[src/rtl/ifetch_queue.sv]
// Instruction fetch front end: one outstanding imem request feeding a
// small in-order queue toward decode, with flush and late-response drop.
module ifetch_queue #(
   parameter int DEPTH = 2
) (
   input  logic        clk,
   input  logic        rst,
   input  logic [31:0] pc_in,
   output logic        pc_advance,
   input  logic        flush,
   output logic        imem_req,
   output logic [31:0] imem_addr,
   input  logic        imem_gnt,
   input  logic        imem_rvalid,
   input  logic [31:0] imem_rdata,
   output logic        id_valid,
   input  logic        id_ready,
   output logic [31:0] id_pc,
   output logic [31:0] id_instr
);

   localparam int AW = $clog2(DEPTH);
   localparam int CW = $clog2(DEPTH + 1);
   localparam logic [CW-1:0] C_DEPTH = CW'(DEPTH);

   typedef enum logic [1:0] {
      IDLE,
      WAIT,
      DROP
   } state_t;

   state_t          r_state;
   logic [31:0]     r_pend_pc;
   logic [CW-1:0]   r_count;
   logic [AW-1:0]   r_rptr;
   logic [AW-1:0]   r_wptr;
   logic [31:0]     r_q_pc    [DEPTH];
   logic [31:0]     r_q_instr [DEPTH];

   logic            w_busy;
   logic [CW-1:0]   w_occ;
   logic            w_push;
   logic            w_pop;
   logic [1:0]      w_unused_pc;

   assign w_unused_pc = pc_in[1:0];

   // An outstanding request already owns a queue slot
   assign w_busy = (r_state != IDLE);
   assign w_occ  = r_count + CW'(w_busy);

   assign imem_addr  = {pc_in[31:2], 2'b00};
   assign imem_req   = !rst && (r_state == IDLE) && !flush
                       && (w_occ < C_DEPTH);
   assign pc_advance = imem_req & imem_gnt;

   assign w_push = (r_state == WAIT) && imem_rvalid && !flush;
   assign w_pop  = id_valid && id_ready && !flush;

   assign id_valid = (r_count != '0);
   assign id_pc    = r_q_pc[r_rptr];
   assign id_instr = r_q_instr[r_rptr];

   always_ff @(posedge clk or posedge rst) begin
      if (rst) begin
         r_state   <= IDLE;
         r_pend_pc <= '0;
      end else begin
         unique case (r_state)
            IDLE: begin
               if (pc_advance) begin
                  r_pend_pc <= imem_addr;
                  r_state   <= WAIT;
               end
            end
            WAIT: begin
               if (imem_rvalid)
                  r_state <= IDLE;
               else if (flush)
                  r_state <= DROP;
            end
            DROP: begin
               if (imem_rvalid)
                  r_state <= IDLE;
            end
            default: r_state <= IDLE;
         endcase
      end
   end

   always_ff @(posedge clk or posedge rst) begin
      if (rst) begin
         r_count <= '0;
         r_rptr  <= '0;
         r_wptr  <= '0;
         for (int i = 0; i < DEPTH; i++) begin
            r_q_pc[i]    <= '0;
            r_q_instr[i] <= '0;
         end
      end else if (flush) begin
         r_count <= '0;
         r_rptr  <= '0;
         r_wptr  <= '0;
      end else begin
         if (w_push) begin
            r_q_pc[r_wptr]    <= r_pend_pc;
            r_q_instr[r_wptr] <= imem_rdata;
            r_wptr            <= r_wptr + 1'b1;
         end
         if (w_pop)
            r_rptr <= r_rptr + 1'b1;
         if (w_push && !w_pop)
            r_count <= r_count + 1'b1;
         else if (!w_push && w_pop)
            r_count <= r_count - 1'b1;
      end
   end

endmodule

[config.mk]
export PLATFORM = sky130hd
export DESIGN_NAME = ifetch_queue
export DESIGN_NICKNAME = d
export VERILOG_FILES = /design/src/rtl/ifetch_queue.sv
export SDC_FILE = /design/constraint.sdc
export NUM_CORES = 1
export LEC_CHECK = 0
export ABC_AREA = 1
export CORE_ASPECT_RATIO = 0.9
export CORE_MARGIN = 10
export CORE_UTILIZATION = 54
export DETAILED_ROUTE_END_ITERATION = 6
export PLACE_DENSITY = 0.95
export SETUP_SLACK_MARGIN = 0.4
export SLEW_MARGIN = 30
export SYNTH_ARGS = -nofsm -noshare
export SYNTH_HDL_FRONTEND = slang
export SYNTH_SLANG_ARGS = --single-unit
[constraint.sdc]
create_clock -name clk -period 20.8 [get_ports clk]
set_clock_uncertainty 0.2 [all_clocks]
set_input_delay 4.16 -clock clk [delete_from_list [all_inputs] [get_ports clk]]
set_output_delay 4.16 -clock clk [all_outputs]
set_load 0.01 [all_outputs]
==> metrics.md, run 1 <==
| Metric | Value |
|---|---|
| Cell with the most instances after synthesis | nand2_1 |
| MaxCap Viol Count | 0 |
| TritonRoute pass-1 iters | 5 |
| Sum Neg Setup Slack | 0 ns |
| Power Internal | 708 µW |
| Actual slew at the worst max-slew pin | 0.865 ns |
| Max-slew headroom | 42.3% |
| First-pass GRT wire length | 29600 µm |
| H-tree levels | 4 |
| FMAX | 89.7 MHz |
| Clock latency on the worst-skew pair | 0.42 ns |
| Final design utilization | 71.2% |
| Area Overhead vs Synth | 28.1% |
| Root Buffer | clkbuf_16 |
| Clock power share | 31.2% |
| WL/cell | 15.7 µm |
| Warnings, synthesis | 0 |
| Fraction of registers with async set/reset | 100% |
| Hold Crit Start | r_q_pc[41]$_DFFE_PP0P_ |
| Die H | 129 µm |
| Crit start category | input pin |
| Final critical-path required period | 11.15 ns |
| Antenna violations before repair | 0 |
| CP bufs+invs | 5 |
| Crit-path cells | clkdlybuf4s50_1 -> inv_2 -> nand3_1 -> nor3_2 -> nand2_1 -> buf_4 -> inv_2 -> clkdlybuf4s50_1 |
| Io pins | 169 |
| Clock transition at path regs | 0.06 ns |
| Initial drt markers | 471 |
| Core area | 12800 µm² |
| Delay-heaviest family, CP | buffers and inverters |
| Die area | 18200 µm² |
| Sw Share | 29.5% |
| Post-CTS Setup Bufs | 0 |
| Antenna diode count | 0 |
| Layout cell share with drive strength beyond 1 | 4.51% |
| Port Buffer Count | 162 |
| Part of the power in registers | 42.0% |
| Power per cell area | 110 nW/µm² |
| Hold Crit Class | flip-flop to flip-flop |
| Switching power total | 296 µW |
| Final setup violation count | 0 |
| Clock Sinks | 160 |
| Netlist Area Pre-Place | 7140 µm² |
| Synth top cells by count | nand2_1 (338), dfrtp_1 (160), inv_1 (79) |
| Cts bufs inserted | 17 |
| Vias in the first global route | 5997 |
| Req. time, crit path | 16.44 ns |
| Nets@finish | 1054 |
| Core Rows | 39 |
| Status | completed |
| Crit Path Max Fanout | 32 |
| Non-filler cells, final | 1161 |
| ANT nets after route | 0 |
| Max Root-Sink Buffers | 2 |
| Unique masters post-synth | 20 |
| Peak supply drop | 0.0767 mV |
| Predominant post-synthesis flop cell | dfrtp_1 |
| Vias post-DR | 5973 |
| Synthesized flop and latch total | 160 |
| Crit path DAT | 6.79 ns |
| Reg-to-reg startpoint | r_state[1]$_DFFE_PP0P_ |
| Tcrit/Tclk final | 53.6% |
| WS Path Type | input pin to primary output |
| Cells after synthesis | 876 |
| Starting Density | 55.6% |
| Placed cells | 1129 |
| Grt total ovfl | 0 |
| CP max stage delay | 0.66 ns |
| Leak Pwr | 4.66 nW |
| Register area share after synthesis | 56.1% |
| Hold Vio Cnt, Final | 0 |
| RSZ-0062 raised after global routing | no |
| Largest cells by area after synthesis | dfrtp_1 (56%), nand2_1 (18%), o21ai_0 (5.3%) |
| Syn Area/Cell | 8.15 µm² |
| Final Max Tran Viols | 0 |
| Number of synthesized flops with an enable pin | 0 |
| Largest net degree at the start of global routing | 125 |
| Worst Setup End Kind | primary output |
| Dominant cell type by area after synthesis | dfrtp_1 |
| TritonCTS clock tree | yes |
| Via density | 5.14 |
| CP max-delay cell | clkdlybuf4s50_1 |
| CTS hold repair buffers | 0 |
| DP Wirelength | 11400 µm |
| CP startpoint | flush |
| Die Wd | 141 µm |
| Post_cts resized | 0 |
| Drt drc | 0 |
| Total Routed Length | 18300 µm |
| Gpl congestion | 0.778 |
| GRT Overall Usage | 19.9% |
| Synth top area share | 56.1% |
| Comb power frac | 26.8% |
routing by layer:
metal | up-vias | share of wire, % | GRT usage [%]
li1 | 2892 | - | -
met1 | 2853 | 41 | 23.2
met2 | 205 | 50 | 33.1
met3 | 23 | 8.6 | 7.67
met4 | 0 | 1.1 | 6.67
met5 | - | 0 | 0
per-stage QoR:
stage | setup slack [ns] | hold WS (ns) | total power [mW] | cell area [µm²]
3_5_place_dp | 9.64 | 0.259 | 0.694 | 8550
4_1_cts | 9.62 | 0.274 | 1.01 | 9140
2_1_floorplan | 7.90 | 0.242 | 0.555 | 7150
6_report | 9.65 | 0.274 | 1.00 | 9140
3_3_place_gp | 9.68 | 0.253 | 0.683 | 8540
5_1_grt | 9.42 | 0.296 | 1.06 | 9140
worst paths after layout:
| check | end | slack (ns) | cells past startpoint |
|---|---|---|---|
| setup / recovery | pc_advance | 9.65 | 8 |
| hold / removal | r_q_pc[41]$_DFFE_PP0P_ | 0.27 | 2 |
| setup reg to reg | r_q_instr[34]$_DFFE_PP0P_ | 18.49 | 5 |
| hold reg to reg | r_q_pc[41]$_DFFE_PP0P_ | 0.27 | 2 |
| max in group asynchronous | r_q_pc[5]$_DFFE_PP0P_ | 15.38 | 3 |
| min in group asynchronous | r_q_instr[15]$_DFFE_PP0P_ | 3.91 | 2 |
kinds of logic after synthesis:
kind of cell / count (synthesis) / share of synthesized area (%)
simple gates: 414 / 23.0
buf+inv: 165 / 11.3
flops: 160 / 56.1
compound gates: 136 / 9.57
other cells: 1 / 0.0525
layout make-up:
class                   count  area [µm²]
inverters                  83         317
multi-input cells         554        2360
well taps                 164         205
clock buffers              21         450
fillers                   964        3690
repair buffers            168        1670
clock inverters            11         139
flip-flops and latches    160        4000
power by group through the flow:
stage | clock [mW] | sequential (mW) | combinational [mW]
floorplan | 0 | 0.416 | 0.140
detailed placement | 0 | 0.425 | 0.270
CTS | 0.314 | 0.421 | 0.274
global route | 0.328 | 0.430 | 0.301
finish | 0.313 | 0.422 | 0.269
global placement | 0 | 0.421 | 0.263
state kept, by name (all words and copies together) (netlist names):
| name | flops |
|---|---|
| r_q_pc | 60 |
| r_count | 2 |
| r_pend_pc | 30 |
| r_rptr | 1 |
| r_state | 2 |
| r_q_instr | 64 |
| r_wptr | 1 |
worst reg2reg max path: stages (launching register included):
cell	delay, ns
dfrtp_1	0.39
inv_1	0.16
nand3_4	0.15
nor2_8	0.41
nand2_8	0.47
o21ai_0	0.43
placed cells by master (no fill, tap or decap), drive strengths merged:
cell / n
buf: 6
clkinvlp: 2
clkbuf: 21
bufinv: 3
nor2: 42
nand2: 338
o31ai: 1
nand4: 1
inv: 83
clkdlybuf4s50: 162
conb: 4
dfrtp: 160
a21oi: 40
nand3: 31
clkinv: 6
o21ai: 95
nor3: 2
Power figures use the tool's default switching activity.
==> run 2, diff against run 1 <==
Settings changed: CORE_UTILIZATION 54 to 50, PLACE_DENSITY 0.95 to 0.92.
Clock period 20.8 ns to 11.7 ns, I/O delays scaled along.
==> run 2 against run 1 <==
First-iteration DRC count is 3.8% higher. Critical endpoint unchanged. Power is 78% higher. Largest cell class unchanged. Setup slack worse by 5.5 ns.
==> metrics.md, run 2 (synthesis results as in run 1) <==
| Metric | Value |
|---|---|
| Status | completed |
| Clock Sinks | 160 |
| Drt drc | 0 |
| Post_cts resized | 0 |
| Gpl congestion | 0.761 |
| R2R depth | 5 |
| Clock transition at path regs | 0.06 ns |
| Antenna violations before repair | 0 |
| Layout cell share with drive strength beyond 1 | 4.61% |
| Largest regs | r_q_instr x64, r_q_pc x60, r_pend_pc x30 |
| MaxCap Viol Count | 0 |
| Io pins | 169 |
| TritonRoute pass-1 iters | 5 |
| GRT Overall Usage | 18.3% |
| CP startpoint | rst |
| Via density | 5.00 |
| Final critical-path required period | 7.51 ns |
| Die H | 133 µm |
| Antenna diode count | 0 |
| Post-CTS Setup Bufs | 0 |
| Hold Vio Cnt, Final | 0 |
| Core Rows | 41 |
| Port Buffer Count | 162 |
| Fillcell total | 1088 |
| Max Root-Sink Buffers | 2 |
| Nets@finish | 1054 |
| Largest register FFs | 64 |
| Die Wd | 146 µm |
| Crit Path Max Fanout | 43 |
| First-pass GRT wire length | 29400 µm |
| Flop-to-flop setup slack | 9.39 ns |
| Largest net degree at the start of global routing | 125 |
| Root Buffer | clkbuf_16 |
| Reg-to-reg startpoint | r_rptr$_DFFE_PP0P_ |
| H-tree levels | 4 |
| Vias in the first global route | 5871 |
| DP Wirelength | 11400 µm |
| Leak Pwr | 4.67 nW |
| Starting Density | 51.0% |
| Vias post-DR | 5949 |
| Area Overhead vs Synth | 28.9% |
| Final design utilization | 65.7% |
| RSZ-0062 raised after global routing | no |
| Final design instance area without fill | 9200 µm² |
| Total Routed Length | 17800 µm |
| WS Path Type | input pin to primary output |
| ANT nets after route | 0 |
| Power per cell area | 195 nW/µm² |
| Max-slew headroom | 43.2% |
| Sum Neg Setup Slack | 0 ns |
| Actual slew at the worst max-slew pin | 0.852 ns |
| Hold Crit Class | flip-flop to flip-flop |
| Final Max Tran Viols | 0 |
| Clock latency on the worst-skew pair | 0.42 ns |
| Req. time, crit path | 9.16 ns |
| CTS hold repair buffers | 0 |
| Worst Setup End Kind | primary output |
| Initial drt markers | 489 |
| Commonest cells after routing, fill and taps aside | nand2_1 (337), clkdlybuf4s50_1 (162), dfrtp_1 (160) |
| Grt total ovfl | 0 |
| DP Area | 8590 µm² |
| Hold path cells | 2 |
| Commonest non-fill, non-tap cell in the layout | nand2_1 |
| TritonCTS clock tree | yes |
| FMAX | 133 MHz |
| WL/cell | 14.9 µm |
| Final setup violation count | 0 |
| Peak supply drop | 0.109 mV |
| Cts bufs inserted | 17 |
| Hold Crit Start | r_q_pc[45]$_DFFE_PP0P_ |
| Tcrit/Tclk final | 64.2% |
| Core area | 14000 µm² |
| Crit start category | input pin |
| Die area | 19500 µm² |
| Crit path DAT | 4.97 ns |
| Biggest register | r_q_instr |
==> run 2: area by class of cell <==
cell class	instances	area (µm²)	area share (%)
Clock buffer	22	474	5.15
Sequential cell	160	4000	43.5
Multi-Input combinational cell	554	2360	25.6
Timing Repair Buffer	168	1670	18.2
Tap cell	193	241	2.62
Clock inverter	10	134	1.45
Inverter	83	317	3.44
==> run 2: routing by layer <==
metal | vias to the layer above | wire, µm | track usage (%)
met2 | 185 | 8560 | 29.4
met1 | 2861 | 7500 | 22.7
met5 | - | 0 | 0
met4 | 0 | 165 | 5.16
met3 | 18 | 1530 | 6.87
li1 | 2885 | - | -
==> run 2: through the flow <==
stage          total power [mW]  worst slack (ns)  cells  hold WS [ns]
6_report                   1.79              4.19   1190         0.272
5_1_grt                    1.90              3.98   1190         0.292
4_1_cts                    1.81              4.16   1190         0.274
3_5_place_dp               1.24              4.18   1158         0.259
3_3_place_gp               1.22              4.18   1158         0.254
2_1_floorplan             0.987              2.44    879         0.242
==> run 2: worst paths after layout <==
| kind | end |
|---|---|
| worst max register to register | r_rptr$_DFFE_PP0P_ |
| worst min register to register | r_q_pc[45]$_DFFE_PP0P_ |
| worst max-delay path | pc_advance |
| max in group asynchronous | r_pend_pc[3]$_DFFE_PP0P_ |
| worst min-delay path | r_q_pc[45]$_DFFE_PP0P_ |
| min in group asynchronous | r_q_instr[11]$_DFFE_PP0P_ |
==> run 2: where the power goes <==
group          internal, mW  leakage, nW  switching (mW)
combinational         0.240         2.42           0.237
clock                 0.351        0.296           0.213
sequential            0.679         1.95          0.0700
total                  1.27         4.67           0.520
==> run 2: critical path: stages <==
cell and delay (ns):
clkdlybuf4s50_1 0.47, inv_6 0.34, nand3_1 0.15, nor3_2 0.15
nand2_1 0.07, buf_4 0.26, inv_2 0.50, clkdlybuf4s50_1 0.66
